**src/rtl/mem_arbiter.sv**
```systemverilog
// mem_arbiter: fixed-priority (FPGA > data > instruction) sharing of one sync-read single-port RAM
// Ports: clk/nrst (sync active-low reset); f_* FPGA loader (level req, ready pulse);
// d_* CPU data (d_wen wins over d_ren); i_* instruction fetch (read only);
// ram_* word-addressed RAM port (rdata one cycle after addr); busy = not IDLE; misalign sticky.
module mem_arbiter (
    input  logic        clk,
    input  logic        nrst,
    input  logic        f_req,
    input  logic        f_wen,
    input  logic [31:0] f_addr,
    input  logic [31:0] f_wdata,
    output logic [31:0] f_rdata,
    output logic        f_ready,
    input  logic        d_ren,
    input  logic        d_wen,
    input  logic [31:0] d_addr,
    input  logic [31:0] d_wdata,
    output logic [31:0] d_rdata,
    output logic        d_ready,
    input  logic        i_req,
    input  logic [31:0] i_addr,
    output logic [31:0] i_rdata,
    output logic        i_ready,
    output logic [11:0] ram_addr,
    output logic [31:0] ram_wdata,
    output logic        ram_wen,
    input  logic [31:0] ram_rdata,
    output logic        busy,
    output logic        misalign
);
    typedef enum logic [1:0] {IDLE, ACCESS, CAPTURE, DONE} state_t;
    typedef enum logic [1:0] {OWN_NONE, OWN_F, OWN_D, OWN_I} owner_t;

    state_t      state, state_nx;
    owner_t      owner, sel_owner;
    logic        wr, sel_wr, d_any, grant;
    logic [13:0] sel_addr;
    logic [31:0] sel_wdata;
    logic        unused_addr_hi;

    // Only a 16 KiB window is decoded; upper address bits wrap.
    assign unused_addr_hi = ^{f_addr[31:14], d_addr[31:14], i_addr[31:14]};

    always_comb begin
        d_any     = d_ren | d_wen;
        grant     = f_req | d_any | i_req;
        sel_owner = f_req ? OWN_F : d_any ? OWN_D : i_req ? OWN_I : OWN_NONE;
        sel_addr  = f_req ? f_addr[13:0] : d_any ? d_addr[13:0] : i_addr[13:0];
        sel_wdata = f_req ? f_wdata : d_any ? d_wdata : 32'd0;
        sel_wr    = f_req ? f_wen : d_any ? d_wen : 1'b0;
        state_nx  = state == IDLE    ? (grant ? ACCESS : IDLE) :
                    state == ACCESS  ? (wr ? DONE : CAPTURE) :
                    state == CAPTURE ? DONE : IDLE;
    end

    always_ff @(posedge clk) begin
        if (!nrst) begin
            state     <= IDLE;
            owner     <= OWN_NONE;
            wr        <= 1'b0;
            ram_addr  <= 12'd0;
            ram_wdata <= 32'd0;
            misalign  <= 1'b0;
            f_rdata   <= 32'd0;
            d_rdata   <= 32'd0;
            i_rdata   <= 32'd0;
        end else begin
            state <= state_nx;
            if (state == IDLE && grant) begin
                owner     <= sel_owner;
                wr        <= sel_wr;
                ram_addr  <= sel_addr[13:2];
                ram_wdata <= sel_wdata;
                misalign  <= misalign | (sel_addr[1:0] != 2'd0);
            end
            if (state == CAPTURE) begin
                f_rdata <= owner == OWN_F ? ram_rdata : f_rdata;
                d_rdata <= owner == OWN_D ? ram_rdata : d_rdata;
                i_rdata <= owner == OWN_I ? ram_rdata : i_rdata;
            end
        end
    end

    // Gating with nrst kills the write strobe in the very cycle reset is applied.
    assign ram_wen = nrst & (state == ACCESS) & wr;
    assign busy    = state != IDLE;
    assign f_ready = (state == DONE) & (owner == OWN_F);
    assign d_ready = (state == DONE) & (owner == OWN_D);
    assign i_ready = (state == DONE) & (owner == OWN_I);
endmodule

```
**config.mk**
```make
export PLATFORM = sky130hd
export DESIGN_NAME = mem_arbiter
export DESIGN_NICKNAME = d
export VERILOG_FILES = /design/src/rtl/mem_arbiter.sv
export SDC_FILE = /design/constraint.sdc
export NUM_CORES = 1
export LEC_CHECK = 0
export CAP_MARGIN = 15
export CORE_AREA = 5 5 130 132
export DETAILED_ROUTE_END_ITERATION = 7
export DIE_AREA = 0 0 135 137
export PLACE_DENSITY = 0.8
export SYNTH_ARGS = -nofsm -noshare
export SYNTH_HDL_FRONTEND = slang
export SYNTH_SLANG_ARGS = --single-unit
```
**constraint.sdc**
```tcl
create_clock -name clk -period 4.54 [get_ports clk]
set_clock_uncertainty 0.15 [all_clocks]
set_input_delay 0.908 -clock clk [delete_from_list [all_inputs] [get_ports clk]]
set_output_delay 0.908 -clock clk [all_outputs]
set_load 0.03 [all_outputs]
```
==> results of run 1 <==
==> final cells by class <==
cell class / count / area (µm²)
Clock buffer: 19 / 453
Clock inverter: 13 / 126
Fill cell: 1408 / 6320
Inverter: 5 / 21.3
Multi-Input combinational cell: 483 / 2480
Sequential cell: 146 / 2920
Tap cell: 216 / 270
Timing Repair Buffer: 302 / 3000
==> per-stage QoR <==
stage                     util [%]  worst slack, ps
final                         59.5             1070
after CTS                     59.5             1070
after global routing          59.5             1050
after detailed placement      55.7             1070
after floorplan                  -             2260
after global placement        55.7             1080
==> metal layers <==
metal | share of wire (%) | global-route usage (%)
met1 | 39 | 21.6
met2 | 50 | 33.9
met3 | 9.7 | 7.94
met4 | 1.3 | 6.16
met5 | 0 | 0
==> report_power, final <==
part	switching [mW]	internal [mW]	leakage, nW	total (mW)
sequential	0.0336	1.34	1.19	1.38
combinational	0.329	0.294	1.76	0.623
clock	0.574	0.792	0.278	1.37
==> flip-flops by register name, indices dropped and copies added, names as in the netlist <==
register / flops
d_rdata: 32
f_rdata: 32
i_rdata: 32
ram_wdata: 32
ram_addr: 12
owner: 2
state: 2
misalign: 1
wr: 1
==> cell families (layout without fill, tap and decap cells) <==
family,Yosys count,after routing,synth area share (%)
AO/OA/AOI/OAI,162,162,17.8
multiplexers,14,14,2.73
adder cells (fa/ha/maj),4,4,0.874
flip-flops,146,146,51.1
buffers and inverters,63,339,5.70
AND/OR/NAND/NOR,303,303,21.9
==> worst reg2reg max path, cell delays in order (launching register included) <==
cell,delay [ps]
dfxtp_1,330
inv_1,80
ha_1,320
o21ai_4,250
buf_4,310
a221oi_1,380
nor3_2,60
==> cells in the final DEF, fill, tap and decap left out, drive strengths merged <==
cell type,instances
nand3,2
clkinv,5
or3,3
clkinvlp,3
mux2,13
o41ai,1
nor2,38
a211oi,2
or2,2
o21a,1
and3,6
nor3b,1
o21ai,2
clkbuf,19
buf,13
inv,9
nor3,32
nand2b,12
a221oi,33
bufinv,1
o211ai,12
clkdlybuf4s50,289
dfxtp,146
mux2i,1
a21oi,111
nand2,207
ha,4
==> worst max-delay path by stage <==
stage | start | endpoint | slack [ps] | depth (start not counted)
4_1_cts | nrst | ram_wen | 1070 | 3
3_3_place_gp | nrst | ram_wen | 1080 | 3
5_1_grt | nrst | ram_wen | 1050 | 3
3_5_place_dp | nrst | ram_wen | 1070 | 3
2_1_floorplan | nrst | ram_wen | 2260 | 1
6_report | nrst | ram_wen | 1070 | 3
==> metrics.txt, run 1 <==
# TYPE chip_impl_metric gauge
chip_impl_metric{name="arrival",unit="ps"} 2410
chip_impl_metric{name="antenna_cells_inserted",unit=""} 0
chip_impl_metric{name="drv_cap",unit=""} 0
chip_impl_metric{name="synthesis.nets",unit=""} 895
chip_impl_metric{name="max-clock-path-buffers",unit=""} 2
chip_impl_metric{name="cts_setup_buffers",unit=""} 0
chip_impl_metric{name="synthesis.yosys.warnings",unit=""} 0
chip_impl_info{name="worst_hold_path.endpoint",value="i_rdata[24]"} 1
chip_impl_info{name="cts_tree",value="done"} 1
chip_impl_metric{name="detail_route.first_pass.iterations",unit=""} 7
chip_impl_info{name="crit_chain",value="clkdlybuf4s50_1, and3_1, clkdlybuf4s50_1"} 1
chip_impl_info{name="cp_slowest_cell",value="clkdlybuf4s50_1"} 1
chip_impl_metric{name="ant_nets",unit=""} 0
chip_impl_info{name="worst_r2r_endpoint",value="ram_wdata[15]"} 1
chip_impl_metric{name="cts.sink_count",unit=""} 146
chip_impl_metric{name="wl_per_cell",unit="µm"} 15.9
chip_impl_metric{name="maximum_level_of_the_cts_h_tree",unit=""} 4
chip_impl_metric{name="floorplan.die_area",unit="µm²"} 18500
chip_impl_info{name="critPathTopFamily",value="buffers and inverters"} 1
chip_impl_metric{name="cell_area_after_synthesis",unit="µm²"} 5720
chip_impl_metric{name="vias",unit=""} 5783
chip_impl_metric{name="fmax",unit="MHz"} 288
chip_impl_metric{name="syn_avg_cell_area",unit="µm²"} 8.27
chip_impl_metric{name="synth_cell_type_count",unit=""} 31
chip_impl_metric{name="die_height",unit="µm"} 137
chip_impl_metric{name="worst-path-buf-inv",unit=""} 2
chip_impl_metric{name="placed_cell_area",unit="µm²"} 8690
chip_impl_metric{name="core_area",unit="µm²"} 15600
chip_impl_metric{name="area_growth",unit="%"} 62.0
chip_impl_metric{name="critPathMaxStageDelay",unit="ps"} 680
chip_impl_metric{name="grt_first_pass_wirelength",unit="µm"} 28200
chip_impl_metric{name="initial_core_util",unit="%"} 36.7
chip_impl_metric{name="drt-initial-drc-count",unit=""} 236
chip_impl_metric{name="timing.hold.ws",unit="ps"} 301
chip_impl_metric{name="cts.clk_slew.worst_paths",unit="ps"} 60
chip_impl_info{name="worstSetupStartpointType",value="primary input"} 1
chip_impl_info{name="yosys-top-cells-count",value="207 x nand2_1, 146 x dfxtp_1, 111 x a21oi_1, 38 x nor2_1, 32 x clkbuf_1"} 1
chip_impl_metric{name="final_cells",unit=""} 1184
chip_impl_metric{name="place.gp.congestion",unit=""} 0.786
chip_impl_info{name="synth.most_common_cell",value="nand2_1"} 1
chip_impl_info{name="grt_setup_unrepaired",value="no"} 1
chip_impl_metric{name="worstSkewPairLatency",unit="ps"} 420
chip_impl_metric{name="post_route_cells_drive_above_1_share",unit="%"} 7.33
chip_impl_metric{name="power.density_cell_area",unit="nW/µm²"} 363
chip_impl_metric{name="synth-edff-count",unit=""} 0
chip_impl_metric{name="ctsResizeCount",unit=""} 0
chip_impl_metric{name="ir_drop",unit="mV"} 0.236
chip_impl_metric{name="grt_start_max_net_pins",unit=""} 77
chip_impl_info{name="path_class",value="primary input to output pin"} 1
chip_impl_metric{name="grt_antenna_before_repair",unit=""} 0
chip_impl_metric{name="io_buffer_count",unit=""} 290
chip_impl_metric{name="cts_inserted_buffers",unit=""} 17
chip_impl_metric{name="finalHoldViolations",unit=""} 0
chip_impl_metric{name="setup-violations-final",unit=""} 0
chip_impl_metric{name="final-max-slew-violation-count",unit=""} 0
chip_impl_info{name="min_from",value="i_rdata[24]"} 1
chip_impl_metric{name="track_usage",unit="%"} 19.4
chip_impl_metric{name="whs_path_depth",unit=""} 2
chip_impl_metric{name="nNetsFinal",unit=""} 1158
chip_impl_metric{name="dp_hpwl",unit="µm"} 13200
chip_impl_metric{name="io_pins",unit=""} 345
chip_impl_metric{name="syn-instance-count",unit=""} 692
chip_impl_metric{name="finish.instance_area",unit="µm²"} 9270
chip_impl_info{name="critical_path.most_common_cell",value="clkdlybuf4s50_1"} 1
chip_impl_metric{name="ys_seq_area_share",unit="%"} 51.1
chip_impl_metric{name="timing.slew.headroom",unit="%"} 25.5
chip_impl_info{name="yosysTopAreaCell",value="dfxtp_1"} 1
chip_impl_metric{name="cts.hold.buffers_added",unit=""} 0
chip_impl_metric{name="async_flop_share",unit="%"} 0
chip_impl_metric{name="die_w",unit="µm"} 135
chip_impl_info{name="clock-root-buffer",value="clkbuf_16"} 1
chip_impl_metric{name="grt_pass1_vias",unit=""} 5387
chip_impl_metric{name="worst-path-max-fanout",unit=""} 4
chip_impl_info{name="hold_class",value="flop to flop"} 1
chip_impl_info{name="worstSetupEndpointType",value="output pin"} 1
chip_impl_metric{name="routed_wl",unit="µm"} 18800
chip_impl_metric{name="timing.final.crit_period",unit="ps"} 3470
chip_impl_metric{name="critical_path_required",unit="ps"} 3480
chip_impl_metric{name="p_total",unit="mW"} 3.37
chip_impl_metric{name="row_count",unit=""} 46
chip_impl_metric{name="top_area_cell_type_share_of_the_netlist_area",unit="%"} 51.1
chip_impl_info{name="synth_ff_type",value="dfxtp_1"} 1
chip_impl_metric{name="drcViolationCount",unit=""} 0
chip_impl_metric{name="timing_worst_slew_pin_value",unit="ps"} 1120
chip_impl_metric{name="fin_crit_sh",unit="%"} 76.5
chip_impl_metric{name="placedCellCount",unit=""} 1152
chip_impl_metric{name="detail_route.vias_per_cell",unit=""} 4.88
chip_impl_info{name="synth_area_leaders",value="dfxtp_1 51%, nand2_1 14%, a21oi_1 9.7%"} 1
chip_impl_metric{name="p_leak",unit="nW"} 3.22
chip_impl_info{name="outcome",value="completed"} 1
chip_impl_metric{name="global_route.overflow_total",unit=""} 0
chip_impl_info{name="r2r_start",value="state[0]"} 1
chip_impl_metric{name="rr_worst_depth",unit=""} 6
chip_impl_metric{name="fin_setup_tns",unit="ps"} 0
chip_impl_metric{name="yosys_register_bits",unit=""} 146
chip_impl_metric{name="r2r_setup_slack",unit="ps"} 2530
Power figures use the tool's default switching activity.
==> run 2, diff against run 1 <==
Settings changed: CORE_AREA 5 5 130 132 to not set, CORE_MARGIN set to 5, CORE_UTILIZATION set to 34, DIE_AREA 0 0 135 137 to not set, PLACE_DENSITY 0.8 to 0.77.
Clock period 4.54 ns to 2.9 ns, I/O delays scaled along.
==> run 2 against run 1 <==
Hold slack worse by 0.84 ps. Global-route usage decreased by 0.50 points. Die area increased by 5.6%. Count of clock-buffer cells in the layout unchanged. Critical path depth increased by 1. First-iteration DRC count grew 25%. Cell count increased by 1.4%.
==> metrics.txt, run 2 (synthesized netlist as in run 1, its figures left out) <==
# TYPE chip_impl_metric gauge
chip_impl_metric{name="timing.final.crit_period",unit="ps"} 2760
chip_impl_metric{name="setup-violations-final",unit=""} 0
chip_impl_metric{name="drv_cap",unit=""} 0
chip_impl_info{name="mostFrequentLayoutCell",value="clkdlybuf4s50_1"} 1
chip_impl_metric{name="cts.clk_slew.worst_paths",unit="ps"} 70
chip_impl_metric{name="p_leak",unit="nW"} 3.33
chip_impl_metric{name="power.density_cell_area",unit="nW/µm²"} 578
chip_impl_metric{name="track_usage",unit="%"} 18.9
chip_impl_metric{name="fin_crit_sh",unit="%"} 95.1
chip_impl_metric{name="antenna_cells_inserted",unit=""} 0
chip_impl_metric{name="num-fill-cells",unit=""} 1472
chip_impl_metric{name="fmax",unit="MHz"} 363
chip_impl_metric{name="cts_inserted_buffers",unit=""} 17
chip_impl_info{name="outcome",value="completed"} 1
chip_impl_metric{name="dp_hpwl",unit="µm"} 14100
chip_impl_metric{name="final-max-slew-violation-count",unit=""} 0
chip_impl_info{name="worstSetupStartpointType",value="flop"} 1
chip_impl_metric{name="detail_route.first_pass.iterations",unit=""} 5
chip_impl_metric{name="post_route_cells_drive_above_1_share",unit="%"} 8.37
chip_impl_metric{name="global_route.overflow_total",unit=""} 0
chip_impl_metric{name="timing.slew.headroom",unit="%"} 52.0
chip_impl_metric{name="timing_worst_slew_pin_value",unit="ps"} 720
chip_impl_metric{name="detail_route.vias_per_cell",unit=""} 4.89
chip_impl_metric{name="routed_wl",unit="µm"} 19300
chip_impl_info{name="worstSetupEndpointType",value="output pin"} 1
chip_impl_metric{name="critical_path_required",unit="ps"} 2170
chip_impl_metric{name="worst-path-max-fanout",unit=""} 7
chip_impl_metric{name="drcViolationCount",unit=""} 0
chip_impl_metric{name="cts_setup_buffers",unit=""} 0
chip_impl_info{name="final_cell_mix",value="289 x clkdlybuf4s50_1, 207 x nand2_1, 146 x dfxtp_1"} 1
chip_impl_metric{name="max-clock-path-buffers",unit=""} 2
chip_impl_metric{name="wl_per_cell",unit="µm"} 16.1
chip_impl_metric{name="row_count",unit=""} 47
chip_impl_metric{name="grt_antenna_before_repair",unit=""} 0
chip_impl_info{name="grt_setup_unrepaired",value="no"} 1
chip_impl_metric{name="die_w",unit="µm"} 140
chip_impl_metric{name="worstSkewPairLatency",unit="ps"} 410
chip_impl_metric{name="grt_first_pass_wirelength",unit="µm"} 30000
chip_impl_metric{name="cts.hold.buffers_added",unit=""} 0
chip_impl_metric{name="grt_start_max_net_pins",unit=""} 64
chip_impl_info{name="clock-root-buffer",value="clkbuf_16"} 1
chip_impl_metric{name="vias",unit=""} 5865
chip_impl_metric{name="rr_worst_depth",unit=""} 6
chip_impl_info{name="path_class",value="flop to output pin"} 1
chip_impl_metric{name="ctsResizeCount",unit=""} 0
chip_impl_metric{name="io_pins",unit=""} 345
chip_impl_metric{name="arrival",unit="ps"} 2030
chip_impl_metric{name="ir_drop",unit="mV"} 0.364
chip_impl_metric{name="floorplan.die_area",unit="µm²"} 19500
chip_impl_metric{name="finish.utilization",unit="%"} 57.4
chip_impl_metric{name="ant_nets",unit=""} 0
chip_impl_metric{name="place.gp.congestion",unit=""} 0.768
chip_impl_metric{name="initial_core_util",unit="%"} 34.6
chip_impl_metric{name="fin_setup_tns",unit="ps"} 0
chip_impl_metric{name="core_area",unit="µm²"} 16500
chip_impl_info{name="hold_class",value="flop to flop"} 1
chip_impl_metric{name="placed_cell_area",unit="µm²"} 8860
chip_impl_metric{name="drt-initial-drc-count",unit=""} 294
chip_impl_metric{name="cts.sink_count",unit=""} 146
chip_impl_metric{name="grt_pass1_vias",unit=""} 5685
chip_impl_info{name="cts_tree",value="done"} 1
chip_impl_metric{name="io_buffer_count",unit=""} 290
chip_impl_metric{name="nNetsFinal",unit=""} 1170
chip_impl_metric{name="area_growth",unit="%"} 65.7
chip_impl_metric{name="finish.instance_area",unit="µm²"} 9490
chip_impl_metric{name="die_height",unit="µm"} 140
chip_impl_metric{name="maximum_level_of_the_cts_h_tree",unit=""} 4
chip_impl_metric{name="whs_path_depth",unit=""} 2
chip_impl_metric{name="finalHoldViolations",unit=""} 0
[run 2: path summary, 6_finish.rpt]
path                     from          end  slack (ps)
setup reg to reg     state[0]   f_rdata[2]         920
hold reg to reg   ram_addr[1]  ram_addr[1]         300
setup / recovery     state[0]         busy         140
hold / removal    ram_addr[1]  ram_addr[1]         300
[run 2: cell type report]
class                   instances  area [µm²]  area share, %
repair buffers                314        3160           33.3
clock inverters                13         184           1.94
flip-flops and latches        146        2920           30.8
well taps                     220         275           2.90
multi-input cells             483        2480           26.1
clock buffers                  19         443           4.67
inverters                       5        21.3          0.224
[run 2: stage by stage]
step                      power, mW  setup WS, ps  hold WS (ps)  cells
after floorplan                2.73          1010           364    692
after global placement         3.21          -108           289   1167
after detailed placement       3.23           199           295   1168
after CTS                      5.54          96.7           303   1200
after global routing           5.71          8.32           317   1200
final                          5.49           143           300   1200
[run 2: per-layer routing]
metal / part of all wire [%] / wire length [µm] / track usage (%) / up-vias
met1: 39 / 7540 / 21.6 / 2728
met4: 1.6 / 308 / 5.41 / 0
li1: - / - / - / 2896
met2: 51 / 9790 / 32.9 / 215
met5: 0 / 0 / 0 / -
met3: 8.6 / 1660 / 7.24 / 26
[run 2: worst max-delay path, cell delays in order, from the launching register on]
cell and delay (ps):
dfxtp_1 360, inv_1 80, ha_1 300, inv_1 160
clkdlybuf4s50_1 700
[run 2: power breakdown]
group	internal [mW]	leakage, nW	switching [mW]
sequential	2.11	1.19	0.0550
combinational	0.489	1.84	0.529
clock	1.46	0.299	0.844
==> run 3, diff against run 2 <==
Settings changed: GPL_ROUTABILITY_DRIVEN set to 0.
==> results of run 3 <==
No change in the layout: final DEF, timing and power equal those of run 2.
